**config.mk**
```make
export PLATFORM = sky130hd
export DESIGN_NAME = pipe_stage_skid
export DESIGN_NICKNAME = d
export VERILOG_FILES = /design/src/rtl/pipe_stage_skid.sv
export SDC_FILE = /design/constraint.sdc
export NUM_CORES = 1
export LEC_CHECK = 0
export BUFFER_PORTS_ARGS = -buffer_cell sky130_fd_sc_hd__buf_4
export CAP_MARGIN = 10
export CORE_MARGIN = 3
export CORE_UTILIZATION = 53
export DETAILED_ROUTE_END_ITERATION = 6
export PLACE_DENSITY = 0.79
export SLEW_MARGIN = 25
export SYNTH_ARGS = -nofsm -noshare
export SYNTH_HDL_FRONTEND = slang
export SYNTH_SLANG_ARGS = --single-unit
```
**constraint.sdc**
```tcl
create_clock -name clk -period 2.15 [get_ports clk]
set_clock_uncertainty 0.05 [all_clocks]
set_input_delay 0.1075 -clock clk [delete_from_list [all_inputs] [get_ports clk]]
set_output_delay 0.1075 -clock clk [all_outputs]
set_load 0.005 [all_outputs]
```
**src/rtl/pipe_stage_skid.sv**
```systemverilog
`default_nettype none
// +--------------------------------------------------------------------------+
// | Module   : pipe_stage_skid                                               |
// | Purpose  : valid/ready pipeline register with 2-entry skid, flush and    |
// |            saturating back-pressure counter                              |
// | Revision : 1.0                                                           |
// +--------------------------------------------------------------------------+
module pipe_stage_skid #(
  parameter int DATA_W = 256,
  parameter int CTRL_W = 8,
  parameter int CNT_W  = 16
) (
  input  logic              clk,
  input  logic              reset,
  input  logic              in_valid,
  output logic              in_ready,
  input  logic [DATA_W-1:0] in_data,
  input  logic [CTRL_W-1:0] in_ctrl,
  input  logic              flush,
  output logic              out_valid,
  input  logic              out_ready,
  output logic [DATA_W-1:0] out_data,
  output logic [CTRL_W-1:0] out_ctrl,
  output logic [1:0]        occupancy,
  output logic [CNT_W-1:0]  stall_cnt
);

  typedef enum logic [1:0] {
    EMPTY = 2'd0,
    ONE   = 2'd1,
    FULL  = 2'd2
  } state_t;

  localparam logic [CNT_W-1:0] c_cnt_max = '1;
  localparam logic [CNT_W-1:0] c_cnt_one = CNT_W'(1);

  state_t            r_state;
  state_t            w_state_nxt;
  logic [DATA_W-1:0] r_head_data;
  logic [DATA_W-1:0] w_head_data_nxt;
  logic [CTRL_W-1:0] r_head_ctrl;
  logic [CTRL_W-1:0] w_head_ctrl_nxt;
  logic [DATA_W-1:0] r_skid_data;
  logic [DATA_W-1:0] w_skid_data_nxt;
  logic [CTRL_W-1:0] r_skid_ctrl;
  logic [CTRL_W-1:0] w_skid_ctrl_nxt;
  logic              r_in_ready;
  logic              w_in_ready_nxt;
  logic [CNT_W-1:0]  r_stall_cnt;
  logic [CNT_W-1:0]  w_stall_cnt_nxt;

  logic w_out_valid;
  logic w_push;
  logic w_pop;

  assign w_out_valid = (r_state != EMPTY);
  assign w_push      = in_valid & r_in_ready;
  assign w_pop       = w_out_valid & out_ready;

  always_comb begin
    w_state_nxt     = r_state;
    w_head_data_nxt = r_head_data;
    w_head_ctrl_nxt = r_head_ctrl;
    w_skid_data_nxt = r_skid_data;
    w_skid_ctrl_nxt = r_skid_ctrl;
    w_stall_cnt_nxt = r_stall_cnt;

    if (flush) begin
      // Stored control is zeroed so a squashed entry can never re-surface as a write.
      w_state_nxt     = EMPTY;
      w_head_ctrl_nxt = '0;
      w_skid_ctrl_nxt = '0;
    end else begin
      case (r_state)
        EMPTY: begin
          if (w_push) begin
            w_head_data_nxt = in_data;
            w_head_ctrl_nxt = in_ctrl;
            w_state_nxt     = ONE;
          end
        end
        ONE: begin
          if (w_push && w_pop) begin
            w_head_data_nxt = in_data;
            w_head_ctrl_nxt = in_ctrl;
          end else if (w_push) begin
            w_skid_data_nxt = in_data;
            w_skid_ctrl_nxt = in_ctrl;
            w_state_nxt     = FULL;
          end else if (w_pop) begin
            w_state_nxt = EMPTY;
          end
        end
        FULL: begin
          if (w_pop) begin
            w_head_data_nxt = r_skid_data;
            w_head_ctrl_nxt = r_skid_ctrl;
            w_state_nxt     = ONE;
          end
        end
        default: w_state_nxt = EMPTY;
      endcase
    end

    // Registered ready depends only on next occupancy, never on out_ready directly.
    w_in_ready_nxt = (w_state_nxt != FULL);

    if (w_out_valid && !out_ready && !flush && (r_stall_cnt != c_cnt_max)) begin
      w_stall_cnt_nxt = r_stall_cnt + c_cnt_one;
    end
  end

  always_ff @(posedge clk) begin
    if (reset) begin
      r_state     <= EMPTY;
      r_head_data <= '0;
      r_head_ctrl <= '0;
      r_skid_data <= '0;
      r_skid_ctrl <= '0;
      r_in_ready  <= 1'b1;
      r_stall_cnt <= '0;
    end else begin
      r_state     <= w_state_nxt;
      r_head_data <= w_head_data_nxt;
      r_head_ctrl <= w_head_ctrl_nxt;
      r_skid_data <= w_skid_data_nxt;
      r_skid_ctrl <= w_skid_ctrl_nxt;
      r_in_ready  <= w_in_ready_nxt;
      r_stall_cnt <= w_stall_cnt_nxt;
    end
  end

  assign in_ready  = r_in_ready;
  assign out_valid = w_out_valid;
  assign out_data  = r_head_data;
  assign out_ctrl  = r_head_ctrl & {CTRL_W{w_out_valid}};
  assign occupancy = r_state;
  assign stall_cnt = r_stall_cnt;

endmodule
`default_nettype wire

```
==> run_results.csv <==
group,metric,value,unit
synth,synth_ff_type,"dfxtp_1",
timing,worst_slew_pin_slew,0.879,ns
cts,cts_num_sinks,547,
cts,clk_pin_slew,0.06,ns
synth,synth_cell_types,47,
critical_path,r2r_slack,0.10,ns
finish,area_growth,39.7,%
worst_hold_path,hold_path_class,"in2reg",
worst_hold_path,hp-start,"in_data[122]",
synth,yosysSeqAreaShare,0.455,
floorplan,die-width,219,um
synth,synth_top_family_by_area,"simple AND/OR/NAND/NOR gates",
grt,overflow,0,
grt,grt_use_met3,0.0836,
critical_path,critPathArrivalTime,2.51,ns
critical_path,r2r_start,"stall_cnt[0]",
routing,routed_wl,89.9,mm
critical_path,critPathRequiredTime,2.61,ns
power_and_ir_drop,irDropWorstVdd,0.000583,V
timing,setup_ws,0.104,ns
routing,vias,25980,
timing,drv_slew,0,
routing,drt_iter0_markers,3059,
timing,period_needed,2.05,ns
synth,synth_fa_ha_area_frac,0.000519,
grt,antenna_found_initial,7,
floorplan,core_area,0.0446,mm2
place,port_buffers,552,
cts,cts_tree,"yes",
synth,netlist_area,0.0241,mm2
critical_path,startpoint_type,"flop",
timing,maxSlewHeadroom,0.414,
grt,grt_util_met1,0.409,
synth,postSynthAreaPerCell,7.98,um2
synth,synth_seq_cells,547,
floorplan,die_y,219,um
power_and_ir_drop,power_density,716,mW/mm2
grt,grt_max_degree,176,
synth,yosys.area_share.simple,0.248,
routing,drtAntennaViolNets,0,
grt,first_global_vias,25814,
routing,vias_per_cell,5.94,
place,place_congestion,0.899,
run,cap_violations,0,
critical_path,startpoint,"stall_cnt[0]",
synth,synthCells,3021,
cts,clockRootBuffer,"clkbuf_16",
power_and_ir_drop,power.leakage,14.2,nW
routing,firstDrtPassIters,7,
grt,top_usage_layer,"met2",
synth,synth-async-reset-ratio,0,
synth,synth_compound_area_frac,0.200,
grt,grt_util_met2,0.604,
finish,stdcell_area,0.0337,mm2
cts,cts_buffers,55,
critical_path,crit_fanout,6,
routing,drc_errors,0,
floorplan,rows,77,
timing,tns,0,ns
cts,htreeDepth,2,
synth,synth_mux_area_frac,0.00467,
synth,synth-xor-area-share,0,
place,pre_cts_slack,0.0915,ns
timing,fmaxAchievable,489,MHz
synth,synth-edff-count,0,
place,dp_hpwl,52.8,mm
finish,drive_above_1_share,0.242,
synth,syn-num-nets,3291,
timing,rsz0062_at_grt,"false",
floorplan,dieArea,0.0481,mm2
routing,wl_per_cell,20.6,um
critical_path,path_class,"reg2reg",
finish,final_util,0.755,
grt,track_usage,0.357,
critical_path,endpoint_kind,"flop",
synth,yosys_warnings,0,
floorplan,start_util,0.540,
grt,grt_pass1_wl,138,mm
timing,post-route-period-util,0.951,
place,dpl_cell_area,0.0292,mm2
timing,finalHoldViolCount,0,
finish,layout.nets,4004,
status,status,"finished clean",
cts,clock_latency,0.60,ns
cts,clock_path_buffers,3,
floorplan,io_pins,553,
timing,setup_viol,0,
==> cell type report <==
type,count,area (um2)
flip-flops and latches,547,11000
repair buffers,922,8220
diodes,9,22.5
well taps,592,741
inverters,260,981
clock buffers,89,1710
fillers,2778,10900
multi-input cells,1948,11000
clock inverters,6,47.5
==> timing repair <==
action / 4_1_cts / 5_1_grt
endpoints found under the hold margin: 536 / 0
resized for setup: 0 / 5
hold buffers: 268 / 0
setup endpoints to repair: 0 / 14
setup buffers: 0 / 1
==> sequential cells by signal (all words and copies together), names as in the netlist <==
signal       flops
out_data       256
r_skid_data    256
stall_cnt       16
r_head_ctrl      8
r_skid_ctrl      8
occupancy        2
in_ready         1
==> report_power, final <==
part / internal [W] / switching [W]
clock network: 0.00538 / 0.00404
logic: 0.00190 / 0.00188
registers: 0.0106 / 0.000326
==> Yosys cell counts, types with 2 or more instances <==
cell	instances	share of area
nand2_1	1054	0.16
dfxtp_1	547	0.45
a21oi_1	266	0.055
and3_1	260	0.068
inv_1	259	0.040
clkbuf_1	195	0.030
a221oi_2	163	0.10
a221oi_1	93	0.034
buf_2	28	0.0058
buf_6	22	0.010
nor2_1	14	0.0022
buf_1	13	0.0020
and2_1	11	0.0029
nor3_1	10	0.0021
mux2i_1	9	0.0037
a311oi_1	8	0.0029
buf_4	8	0.0025
nand3_1	7	0.0015
nand4_1	5	0.0013
o31ai_1	5	0.0016
or4_1	5	0.0016
nor4_1	4	0.0010
nor2b_1	3	0.00078
o21ai_0	3	0.00062
or3_1	3	0.00078
a211o_1	2	0.00073
a211oi_1	2	0.00062
mux2_2	2	0.00093
o41ai_1	2	0.00073
==> final timing paths <==
kind | endpoint | cells past startpoint
setup / recovery | stall_cnt[10] | 5
hold / removal | r_skid_data[122] | 4
setup reg to reg | stall_cnt[10] | 5
hold reg to reg | r_skid_data[233] | 2
==> cell usage in the layout, fill, tap and decap left out, drive strengths merged, types with 8 or more instances in the layout <==
master          n
mux2i           9
diode           9
dlygate4sd3   268
nor2           14
dfxtp         547
nor3           10
and2           11
a311oi          8
a21oi         267
inv           261
buf           653
nand2        1054
a221oi        256
clkbuf         90
and3          260
==> routing by layer <==
metal	up-vias	wire length (um)
met2	1723	43200
met4	0	6140
met1	12230	32000
met5	-	0
li1	11542	-
met3	485	8580
==> kinds of logic after synthesis <==
kind of cell	after synthesis
buffers and inverters	526
multiplexers	11
AO/OA/AOI/OAI	552
adder cells (fa/ha/maj)	1
AND/OR/NAND/NOR	1384
flip-flops	547
==> worst max-delay path: stages (launching register included) <==
cell	delay (ns)
dfxtp_1	0.42
ha_1	0.22
nand4_1	0.26
nor4_2	0.35
or3b_2	0.47
a21oi_1	0.20
==> stage by stage <==
stage	instances	hold WS, ns	power (W)
floorplan	3021	0.172	0.0127
global placement	3999	0.303	0.0142
detailed placement	3999	0.322	0.0143
CTS	4362	0.210	0.0240
global route	4371	0.274	0.0249
finish	4373	0.274	0.0241
(Power assumes the default switching activity.)
